**src/rtl/exe_muldiv_unit.sv**
```systemverilog
// exe_muldiv_unit: multi-cycle multiply/divide unit for the EXE stage.
// Supports MULT/MULTU, with a configurable multiply latency, and DIV/DIVU using an
// iterative radix-2 restoring divider that retires one quotient bit per clock.
// Ports:
//   clk, rst_n         clock (rising edge) and asynchronous active-low reset
//   flush              synchronous cancel of any in-flight operation
//   start, ready       issue handshake; start is sampled only while ready=1
//   op                 00 MULT, 01 MULTU, 10 DIV, 11 DIVU
//   src1, src2         multiplicand/dividend and multiplier/divisor
//   busy               operation in flight (used by the hazard unit to stall the pipeline)
//   result_valid       one-cycle pulse that doubles as the HILO write enable
//   hi_res, lo_res     product high/low halves, or remainder/quotient
module exe_muldiv_unit #(
  parameter int unsigned WIDTH      = 32,
  parameter int unsigned MUL_CYCLES = 2
) (
  input  logic             clk,
  input  logic             rst_n,
  input  logic             flush,
  input  logic             start,
  output logic             ready,
  input  logic [1:0]       op,
  input  logic [WIDTH-1:0] src1,
  input  logic [WIDTH-1:0] src2,
  output logic             busy,
  output logic             result_valid,
  output logic [WIDTH-1:0] hi_res,
  output logic [WIDTH-1:0] lo_res
);

  localparam int unsigned CntMax = (WIDTH > MUL_CYCLES) ? WIDTH : MUL_CYCLES;
  localparam int unsigned CntW   = $clog2(CntMax + 1);
  localparam logic [CntW-1:0] MulLast = CntW'(MUL_CYCLES - 1);
  localparam logic [CntW-1:0] DivLast = CntW'(WIDTH - 1);

  typedef enum logic [1:0] {StIdle, StMul, StDiv, StDone} state_e;

  state_e           state_q, state_d;
  logic [CntW-1:0]  cnt_q, cnt_d;
  logic             signed_q, signed_d;
  logic [WIDTH-1:0] a_q, a_d, b_q, b_d;
  logic [WIDTH-1:0] rem_q, rem_d, quo_q, quo_d;
  logic [WIDTH-1:0] hi_q, hi_d, lo_q, lo_d;

  // Multiply: sign- or zero-extend the latched operands to 2*WIDTH so the
  // truncated product is correct for both signednesses.
  logic [2*WIDTH-1:0] mul_a, mul_b, product;
  assign mul_a   = {{WIDTH{signed_q & a_q[WIDTH-1]}}, a_q};
  assign mul_b   = {{WIDTH{signed_q & b_q[WIDTH-1]}}, b_q};
  assign product = mul_a * mul_b;

  // Divide: magnitudes only; the signs are fixed up after the final iteration.
  logic [WIDTH-1:0] src1_mag, dvsr_mag;
  assign src1_mag = (~op[0] & src1[WIDTH-1]) ? -src1 : src1;
  assign dvsr_mag = (signed_q & b_q[WIDTH-1]) ? -b_q : b_q;

  logic [WIDTH:0]   shifted, trial;
  logic             fits;
  logic [WIDTH-1:0] rem_step, quo_step, rem_fix, quo_fix;
  logic             div_zero, div_ovf;
  assign shifted  = {rem_q, quo_q[WIDTH-1]};
  assign trial    = shifted - {1'b0, dvsr_mag};
  assign fits     = ~trial[WIDTH];
  assign rem_step = fits ? trial[WIDTH-1:0] : shifted[WIDTH-1:0];
  assign quo_step = {quo_q[WIDTH-2:0], fits};
  assign quo_fix  = (signed_q & (a_q[WIDTH-1] ^ b_q[WIDTH-1])) ? -quo_step : quo_step;
  assign rem_fix  = (signed_q & a_q[WIDTH-1]) ? -rem_step : rem_step;
  assign div_zero = (b_q == '0);
  assign div_ovf  = signed_q && (a_q == {1'b1, {(WIDTH-1){1'b0}}}) && (b_q == '1);

  always_comb begin
    state_d  = state_q;
    cnt_d    = cnt_q;
    signed_d = signed_q;
    a_d      = a_q;
    b_d      = b_q;
    rem_d    = rem_q;
    quo_d    = quo_q;
    hi_d     = hi_q;
    lo_d     = lo_q;
    if (flush) begin
      state_d = StIdle;
      cnt_d   = '0;
    end else begin
      unique case (state_q)
        StIdle, StDone: begin
          state_d = StIdle;
          if (start) begin
            signed_d = ~op[0];
            a_d      = src1;
            b_d      = src2;
            cnt_d    = '0;
            rem_d    = '0;
            quo_d    = src1_mag;
            state_d  = op[1] ? StDiv : StMul;
          end
        end
        StMul: begin
          cnt_d = cnt_q + CntW'(1);
          if (cnt_q == MulLast) begin
            {hi_d, lo_d} = product;
            state_d      = StDone;
          end
        end
        StDiv: begin
          cnt_d = cnt_q + CntW'(1);
          rem_d = rem_step;
          quo_d = quo_step;
          if (cnt_q == DivLast) begin
            state_d = StDone;
            if (div_zero) begin
              hi_d = a_q;
              lo_d = '1;
            end else if (div_ovf) begin
              hi_d = '0;
              lo_d = {1'b1, {(WIDTH-1){1'b0}}};
            end else begin
              hi_d = rem_fix;
              lo_d = quo_fix;
            end
          end
        end
        default: state_d = StIdle;
      endcase
    end
  end

  always_ff @(posedge clk or negedge rst_n) begin
    if (!rst_n) begin
      state_q  <= StIdle;
      cnt_q    <= '0;
      signed_q <= 1'b0;
      a_q      <= '0;
      b_q      <= '0;
      rem_q    <= '0;
      quo_q    <= '0;
      hi_q     <= '0;
      lo_q     <= '0;
    end else begin
      state_q  <= state_d;
      cnt_q    <= cnt_d;
      signed_q <= signed_d;
      a_q      <= a_d;
      b_q      <= b_d;
      rem_q    <= rem_d;
      quo_q    <= quo_d;
      hi_q     <= hi_d;
      lo_q     <= lo_d;
    end
  end

  assign ready        = (state_q == StIdle) || (state_q == StDone);
  assign busy         = (state_q == StMul) || (state_q == StDiv);
  assign result_valid = (state_q == StDone);
  assign hi_res       = hi_q;
  assign lo_res       = lo_q;

endmodule
```
**config.mk**
```make
export PLATFORM = sky130hd
export DESIGN_NAME = exe_muldiv_unit
export DESIGN_NICKNAME = d
export VERILOG_FILES = /design/src/rtl/exe_muldiv_unit.sv
export SDC_FILE = /design/constraint.sdc
export NUM_CORES = 2
export LEC_CHECK = 0
export ABC_AREA = 1
export CAP_MARGIN = 30
export CORE_MARGIN = 2
export CORE_UTILIZATION = 40
export DETAILED_ROUTE_END_ITERATION = 12
export PLACE_DENSITY = 0.6
export REMOVE_ABC_BUFFERS = 1
export SYNTH_ARGS = -nofsm -noshare
export SYNTH_HDL_FRONTEND = slang
export SYNTH_SLANG_ARGS = --single-unit
```
**constraint.sdc**
```tcl
create_clock -name clk -period 17 [get_ports clk]
set_input_delay 3.4 -clock clk [delete_from_list [all_inputs] [get_ports clk]]
set_output_delay 3.4 -clock clk [all_outputs]
set_load 0.02 [all_outputs]
```
Word-level counts from Yosys, hierarchy flattened

Cells that the tools add are included.

Register bits after elaboration: 201
Output and inout bits: 67
Latch bits: 0
Memories kept: 0
Memory bits (writable): 0
Word-level logic and storage cells: 79
ROM bits: 0

Multiply operators: 1
Equal/unequal tests: 13
Bitwise gates (word level): 8
Mux-type cells: 28
Add/subtract/negate cells: 6
$lt $le $gt $ge: 0
Div/mod/pow operators: 0
Shift operators: 0
Reduce and logical (&&, ||, !) cells: 14

Operators by type and width:

| cell                                                                   | count |
|---|---|
| 32-bit two-way mux                                                     | 15 |
| 32-bit case mux with 2 select lines                                    | 4 |
| 32-bit negator                                                         | 4 |
| 32-bit equality test (second input constant)                           | 2 |
| 33-bit by 33-bit multiplier with 64-bit output                         | 1 |
| 33-bit by 32-bit subtractor with 33-bit output                         | 1 |
| 32-bit zero test                                                       | 1 |
| 6-bit two-way mux                                                      | 2 |
| 6-bit case mux with 2 select lines                                     | 1 |
| 2-bit two-way mux                                                      | 5 |
| 3-bit inequality test (second input constant)                          | 3 |
| 6-bit by 1-bit adder with 6-bit output (second input constant)         | 1 |
| 6-bit by 1-bit equality test with 1-bit output (second input constant) | 1 |
| 6-bit by 5-bit equality test with 1-bit output (second input constant) | 1 |
| 2-bit inequality test (second input constant)                          | 3 |
| 2-bit case mux with 3 select lines                                     | 1 |
| 3-bit AND reduction                                                    | 2 |
| 1-bit AND                                                              | 4 |
| 2-bit equality test (second input constant)                            | 2 |
| 4-bit AND reduction                                                    | 1 |
| 2-bit nonzero test                                                     | 2 |
| 2-bit OR reduction                                                     | 2 |
| 1-bit NOT                                                              | 3 |
| 2-bit by 1-bit equality test with 1-bit output (second input constant) | 1 |
| 5 further kinds                                                        | 7 |

Logic depth before layout (Yosys ltp)

Word-level depth: 10
Gate-level depth with buffers: 44
Depth with buffers taken out: 42

Least setup slack after synthesis

OpenSTA, ideal clock, no wires.

Path type: register to register
Start point: register a_q[31]
End point: register hi_q[31], in the netlist hi_res[31]
Data required time: 16.923 ns
Setup time: 0.077 ns
Buffers on the path: 4
Path slack: 8.912 ns
Stages on the path, launching flop included: 34
Period minus slack after synthesis: 8.088 ns
Arrival time: 8.011 ns
Cells stage by stage: dfrtp_1 -> clkbuf_1 -> nand2_1 -> buf_2 -> buf_1 -> clkbuf_1 -> nor2_1 -> fa_1 -> inv_1 -> fa_1 -> inv_1 -> fa_1 -> fa_1 -> inv_1 -> fa_1 -> inv_1 -> fa_1 -> inv_1 -> fa_1 -> fa_1 -> inv_1 -> ha_1 -> nand2_1 -> nor2_1 -> inv_1 -> nor4_1 -> nand4_1 -> nand2_1 -> a21oi_1 -> xnor2_1 -> nand2_1 -> nand2_1 -> inv_1 -> a21oi_1

Cells in the longest elaborated chain, start to end: 7
Elaborated cells between the ends (all ways): 11

RTL lines:

| what                                                                                   | RTL line | text |
|---|---|---|
| start: declaration                                                                     | 41       | `logic [WIDTH-1:0] a_q, a_d, b_q, b_d;` |
| start signal: assignment                                                               | 133      | `a_q <= '0;` |
| start signal: assignment                                                               | 143      | `a_q <= a_d;` |
| branches (longest 6 deep; another with 33-bit by 33-bit multiplier with 64-bit output) | --       |  |
| 32-bit case mux with 2 select lines *                                                  | 85       | `unique case (state_q)` |
| end signal: assignment                                                                 | 147      | `hi_q <= hi_d;` |
| end: declaration                                                                       | 43       | `logic [WIDTH-1:0] hi_q, hi_d, lo_q, lo_d;` |

Every way passes the cells marked *. The select of a mux whose other input is x is not followed.
A chain may end at the register's enable or synchronous reset.

Worst setup path in the final report

Start point: register signed_q
End point: register hi_q[23], in the netlist hi_res[23]

Cells in the longest elaborated chain, start to end: 10
Elaborated cells between the ends (all ways): 15

RTL lines:

| what                                           | RTL line | text |
|---|---|---|
| start: declaration                             | 40       | `logic signed_q, signed_d;` |
| start signal: assignment                       | 142      | `signed_q <= signed_d;` |
| 1-bit AND                                      | 49, 55   |  |
| 32-bit two-way mux                             | 55       | `assign dvsr_mag = (signed_q & b_q[WIDTH-1]) ? -b_q : b_q;` |
| 33-bit by 32-bit subtractor with 33-bit output | 62       | `assign trial = shifted - {1'b0, dvsr_mag};` |
| 32-bit two-way mux                             | 64       | `assign rem_step = fits ? trial[WIDTH-1:0] : shifted[WIDTH-1:0];` |
| 32-bit negator                                 | 67       | `assign rem_fix = (signed_q & a_q[WIDTH-1]) ? -rem_step : rem_step;` |
| 32-bit two-way mux                             | 67       |  |
| 32-bit two-way mux                             | 114      | `end else if (div_ovf) begin` |
| 32-bit two-way mux                             | 111      | `if (div_zero) begin` |
| 32-bit two-way mux                             | 109      | `if (cnt_q == DivLast) begin` |
| 32-bit case mux with 2 select lines *          | 85       |  |

Every way passes the cells marked *; elsewhere a longest branch is shown, timed or not. The select of a mux whose other input is x is not followed.

==> Implementation_results.wiki <==
{| class="wikitable"
! Metric !! Value
|-
| Post-synthesis sequential area ratio || 0.0928
|-
| Placed wire-length estimate || 151000 um
|-
| Worst EP arrival || approximately 10 ns
|-
| H-tree levels || 1
|-
| Cell variety after synth || 55
|-
| Horizontal die dimension || ~370 um
|-
| Number of enable-type register cells in the synthesized netlist || 0
|-
| Standard cell core area || 0.135 sq mm
|-
| Clock tree from TritonCTS || done
|-
| Hold Buf Count CTS || 0
|-
| Kind of start point of the critical path || register
|-
| Run status || finished, final reports clean
|-
| Cells taking the most area after synthesis || sky130_fd_sc_hd__fa_1 42%, sky130_fd_sc_hd__inv_1 13%, sky130_fd_sc_hd__nand2_1 12%
|-
| Endpoints failing setup || 0
|-
| Most used DFF post-synth || sky130_fd_sc_hd__dfrtp_1
|-
| CP Capture Type || register
|-
| Library cell used as clock root buffer || sky130_fd_sc_hd__clkbuf_16
|-
| Wirelength, routed || 189000 um
|-
| Worst hold-check path type || register to register
|-
| Global-route total usage across every layer || 0.280
|-
| Die outline height || 372 um
|-
| Number of hold-slack violations in the final timing report || 0
|-
| Post-Syn Area || 0.0542 sq mm
|-
| Clk pin slew, worst setup/hold paths || 0.07 ns
|-
| Effective utilization at floorplan || 0.401
|-
| Number of antenna violations at the first check in global routing || 7
|-
| Final Max Tran Viols || 0
|-
| Detailed-route via count || 45.8k
|-
| Tmin final || 9.58 ns
|-
| Mean instance size in the synthesized netlist || 7.66 sq um
|-
| Fraction of layout cells with a size suffix above 1 || 0.0337
|-
| Post-route antenna net violation count || 0
|-
| Number of buffers added by the clock tree synthesis step || 26
|-
| Boundary pin count || 137
|-
| Fmax || 104 MHz
|-
| Final clock period utilization by the worst path || 0.563
|-
| Placer's final routability congestion estimate || 1.02
|-
| IO Port Bufs || 136
|-
| Syn Inst Count || 7069
|-
| CP Class || register to register
|-
| Sum of negative setup slack || 0 ns
|-
| Remaining DRCs || 0
|-
| Crit-path max cell delay || ~0.86 ns
|-
| Grt ovf || 0
|-
| Clock tree skew after final layout || 0.0337 ns
|-
| Highest net fanout along the worst path || 27
|-
| Total number of nets in the final design || 8431
|-
| Pin count of the biggest net entering global routing || 95
|-
| Total Die Area || 0.138 sq mm
|-
| Number of warning messages in the yosys log || 0
|-
| Post-CTS Setup Bufs || 0
|-
| Number of violations reported at the end of detailed-routing iteration 0 || just under 4k
|-
| Wire length of the first global-routing pass || around 290000 um
|-
| CTS sink count || 201
|-
| Required time at the endpoint of the critical path || approximately 17 ns
|-
| Wire length per cell || 21.6 um
|-
| Cell type with the largest total area after synthesis || sky130_fd_sc_hd__fa_1
|-
| Number of gates resized after CTS || 0
|-
| Area share of the largest cell type after synthesis || 0.416
|-
| Maxcap violations || 0
|-
| Fraction of synthesis flops using an asynchronous set or reset pin || 1.00
|-
| Number of iterations in the first detailed-routing pass || 6
|-
| Worst slew pin tran || 0.897 ns
|-
| Max Buffers Root-to-Sink || 3
|-
| Unrepaired setup endpoints after global routing || false
|-
| Area overhead of the layout relative to synthesis || 7.18%
|-
| Count of fill cells added during filler insertion || 13.8k
|-
| Via count normalized by instance count || 5.21
|-
| Via count of the first global-routing pass || 47.8k
|-
| Clock insertion delay at the later pin of the skew report || about 0.60 ns
|-
| Standard-cell row count || 135
|-
| CP dominant cell by count || sky130_fd_sc_hd__fa_1
|-
| Yosys reg bits || approximately 200
|-
| Normalized max-slew margin || 0.387
|-
| Max stage delay cell, worst path || sky130_fd_sc_hd__fa_1
|}
[worst max-delay path, delay by kind of cell, from the launching register on]
kind,cells,cell delay (ns)
AOI/OAI and AO/OA,3,0.44
adders and majority gates,9,4.94
DFF,1,0.44
and+or+nand+nor,9,2.21
buffers and inverters,8,1.39
[layout by cell type (no fill, tap or decap), types with 6 or more instances in the layout]
| master | count |
|---|---|
| sky130_fd_sc_hd__ha_1 | 254 |
| sky130_fd_sc_hd__xnor2_1 | 40 |
| sky130_fd_sc_hd__o21ai_2 | 6 |
| sky130_fd_sc_hd__a21oi_1 | 235 |
| sky130_fd_sc_hd__o221ai_1 | 17 |
| sky130_fd_sc_hd__clkbuf_16 | 26 |
| sky130_fd_sc_hd__buf_4 | 93 |
| sky130_fd_sc_hd__o211ai_1 | 15 |
| sky130_fd_sc_hd__o21ai_1 | 21 |
| sky130_fd_sc_hd__inv_1 | 1828 |
| sky130_fd_sc_hd__o21ai_0 | 293 |
| sky130_fd_sc_hd__nor2_4 | 8 |
| sky130_fd_sc_hd__a21oi_2 | 8 |
| sky130_fd_sc_hd__nor2_1 | 349 |
| sky130_fd_sc_hd__clkbuf_1 | 7 |
| sky130_fd_sc_hd__o21a_1 | 13 |
| sky130_fd_sc_hd__o31ai_1 | 9 |
| sky130_fd_sc_hd__fa_1 | 1126 |
| sky130_fd_sc_hd__nor4_1 | 45 |
| sky130_fd_sc_hd__o22ai_1 | 25 |
| sky130_fd_sc_hd__nand2_2 | 22 |
| sky130_fd_sc_hd__nand4_1 | 48 |
| sky130_fd_sc_hd__nand2_4 | 12 |
| sky130_fd_sc_hd__inv_2 | 15 |
| sky130_fd_sc_hd__nand3_1 | 146 |
| sky130_fd_sc_hd__nor2_2 | 10 |
| sky130_fd_sc_hd__clkdlybuf4s50_1 | 135 |
| sky130_fd_sc_hd__a21o_1 | 10 |
| sky130_fd_sc_hd__xor2_1 | 88 |
| sky130_fd_sc_hd__a31oi_1 | 29 |
| sky130_fd_sc_hd__nand2_1 | 1747 |
| sky130_fd_sc_hd__dfrtp_1 | 201 |
| sky130_fd_sc_hd__nor3_1 | 51 |
| sky130_fd_sc_hd__o21bai_1 | 8 |
[flip-flops by register name (all words and copies together), names as in the netlist]
| name | flops |
|---|---|
| quo_q | 32 |
| b_q | 32 |
| rem_q | 32 |
| a_q | 32 |
| hi_res | 32 |
| signed_q | 1 |
| lo_res | 32 |
| cnt_q | 6 |
| state_q | 2 |
[cell usage after synthesis, types with 17 or more instances]
master,count
sky130_fd_sc_hd__a21oi_1,236
sky130_fd_sc_hd__a31oi_1,29
sky130_fd_sc_hd__buf_1,76
sky130_fd_sc_hd__clkbuf_1,255
sky130_fd_sc_hd__dfrtp_1,201
sky130_fd_sc_hd__fa_1,1126
sky130_fd_sc_hd__ha_1,255
sky130_fd_sc_hd__inv_1,1829
sky130_fd_sc_hd__nand2_1,1748
sky130_fd_sc_hd__nand2_2,21
sky130_fd_sc_hd__nand3_1,146
sky130_fd_sc_hd__nand4_1,48
sky130_fd_sc_hd__nor2_1,350
sky130_fd_sc_hd__nor3_1,53
sky130_fd_sc_hd__nor4_1,45
sky130_fd_sc_hd__o21ai_0,293
sky130_fd_sc_hd__o21ai_1,22
sky130_fd_sc_hd__o221ai_1,17
sky130_fd_sc_hd__o22ai_1,25
sky130_fd_sc_hd__xnor2_1,40
sky130_fd_sc_hd__xor2_1,88
[routing by layer]
layer	track usage	routed length, um
met4	0.0985	8010
met3	0.0521	15200
met2	0.457	88100
met5	0	51
met1	0.371	78100
[metrics by stage]
| stage | utilization | std cells | hold WS [ns] | area, sq um | worst slack, ns |
|---|---|---|---|---|---|
| after CTS | 0.430 | 8781 | 0.486 | 58100 | 7.63 |
| after detailed placement | 0.424 | 8733 | 0.469 | 57200 | 7.65 |
| final | 0.430 | 8783 | 0.484 | 58100 | 7.42 |
| after global routing | 0.430 | 8781 | 0.506 | 58100 | 6.98 |
| after global placement | 0.423 | 8732 | 0.470 | 57100 | 7.74 |
| after floorplan | - | 6722 | 0.481 | 52800 | 3.39 |
[area by class of cell]
class	instances	area [sq um]	share of cell area
multi-input cells	4676	40900	0.704
well taps	1781	2230	0.0384
repair buffers	230	2090	0.0360
clock buffers	35	704	0.0121
diodes	2	5.00	0.0000862
inverters	1845	6930	0.119
clock inverters	13	189	0.00325
flip-flops and latches	201	5030	0.0866
[cell families (layout without fill, tap and decap cells)]
group,count (synthesis),in the layout,synth area share
AOI/OAI and AO/OA,706,706,0.0727
other,0,2,0
adders and majority gates,1381,1381,0.475
and+or+nand+nor,2461,2461,0.186
buffers and inverters,2192,2123,0.153
DFF,201,201,0.0928
xor gates and xnor gates,128,128,0.0207
[worst paths after layout]
check                                       from                     end  slack, ns  cells after the start
setup / recovery            signed_q$_DFFE_PN0P_  hi_res[23]$_DFFE_PN0P_       7.42                     29
max in group asynchronous                  rst_n   rem_q[29]$_DFFE_PN0P_      12.62                      2
hold reg to reg            lo_res[5]$_DFFE_PN0P_   lo_res[5]$_DFFE_PN0P_       0.48                      2
min in group asynchronous                  rst_n   lo_res[5]$_DFFE_PN0P_       2.83                      1
hold / removal             lo_res[5]$_DFFE_PN0P_   lo_res[5]$_DFFE_PN0P_       0.48                      2
setup reg to reg            signed_q$_DFFE_PN0P_  hi_res[23]$_DFFE_PN0P_       7.42                     29
Power is left out: the tool's default activity adds up to more than one toggle a clock period on the data nets, which glitch-free logic cannot reach.
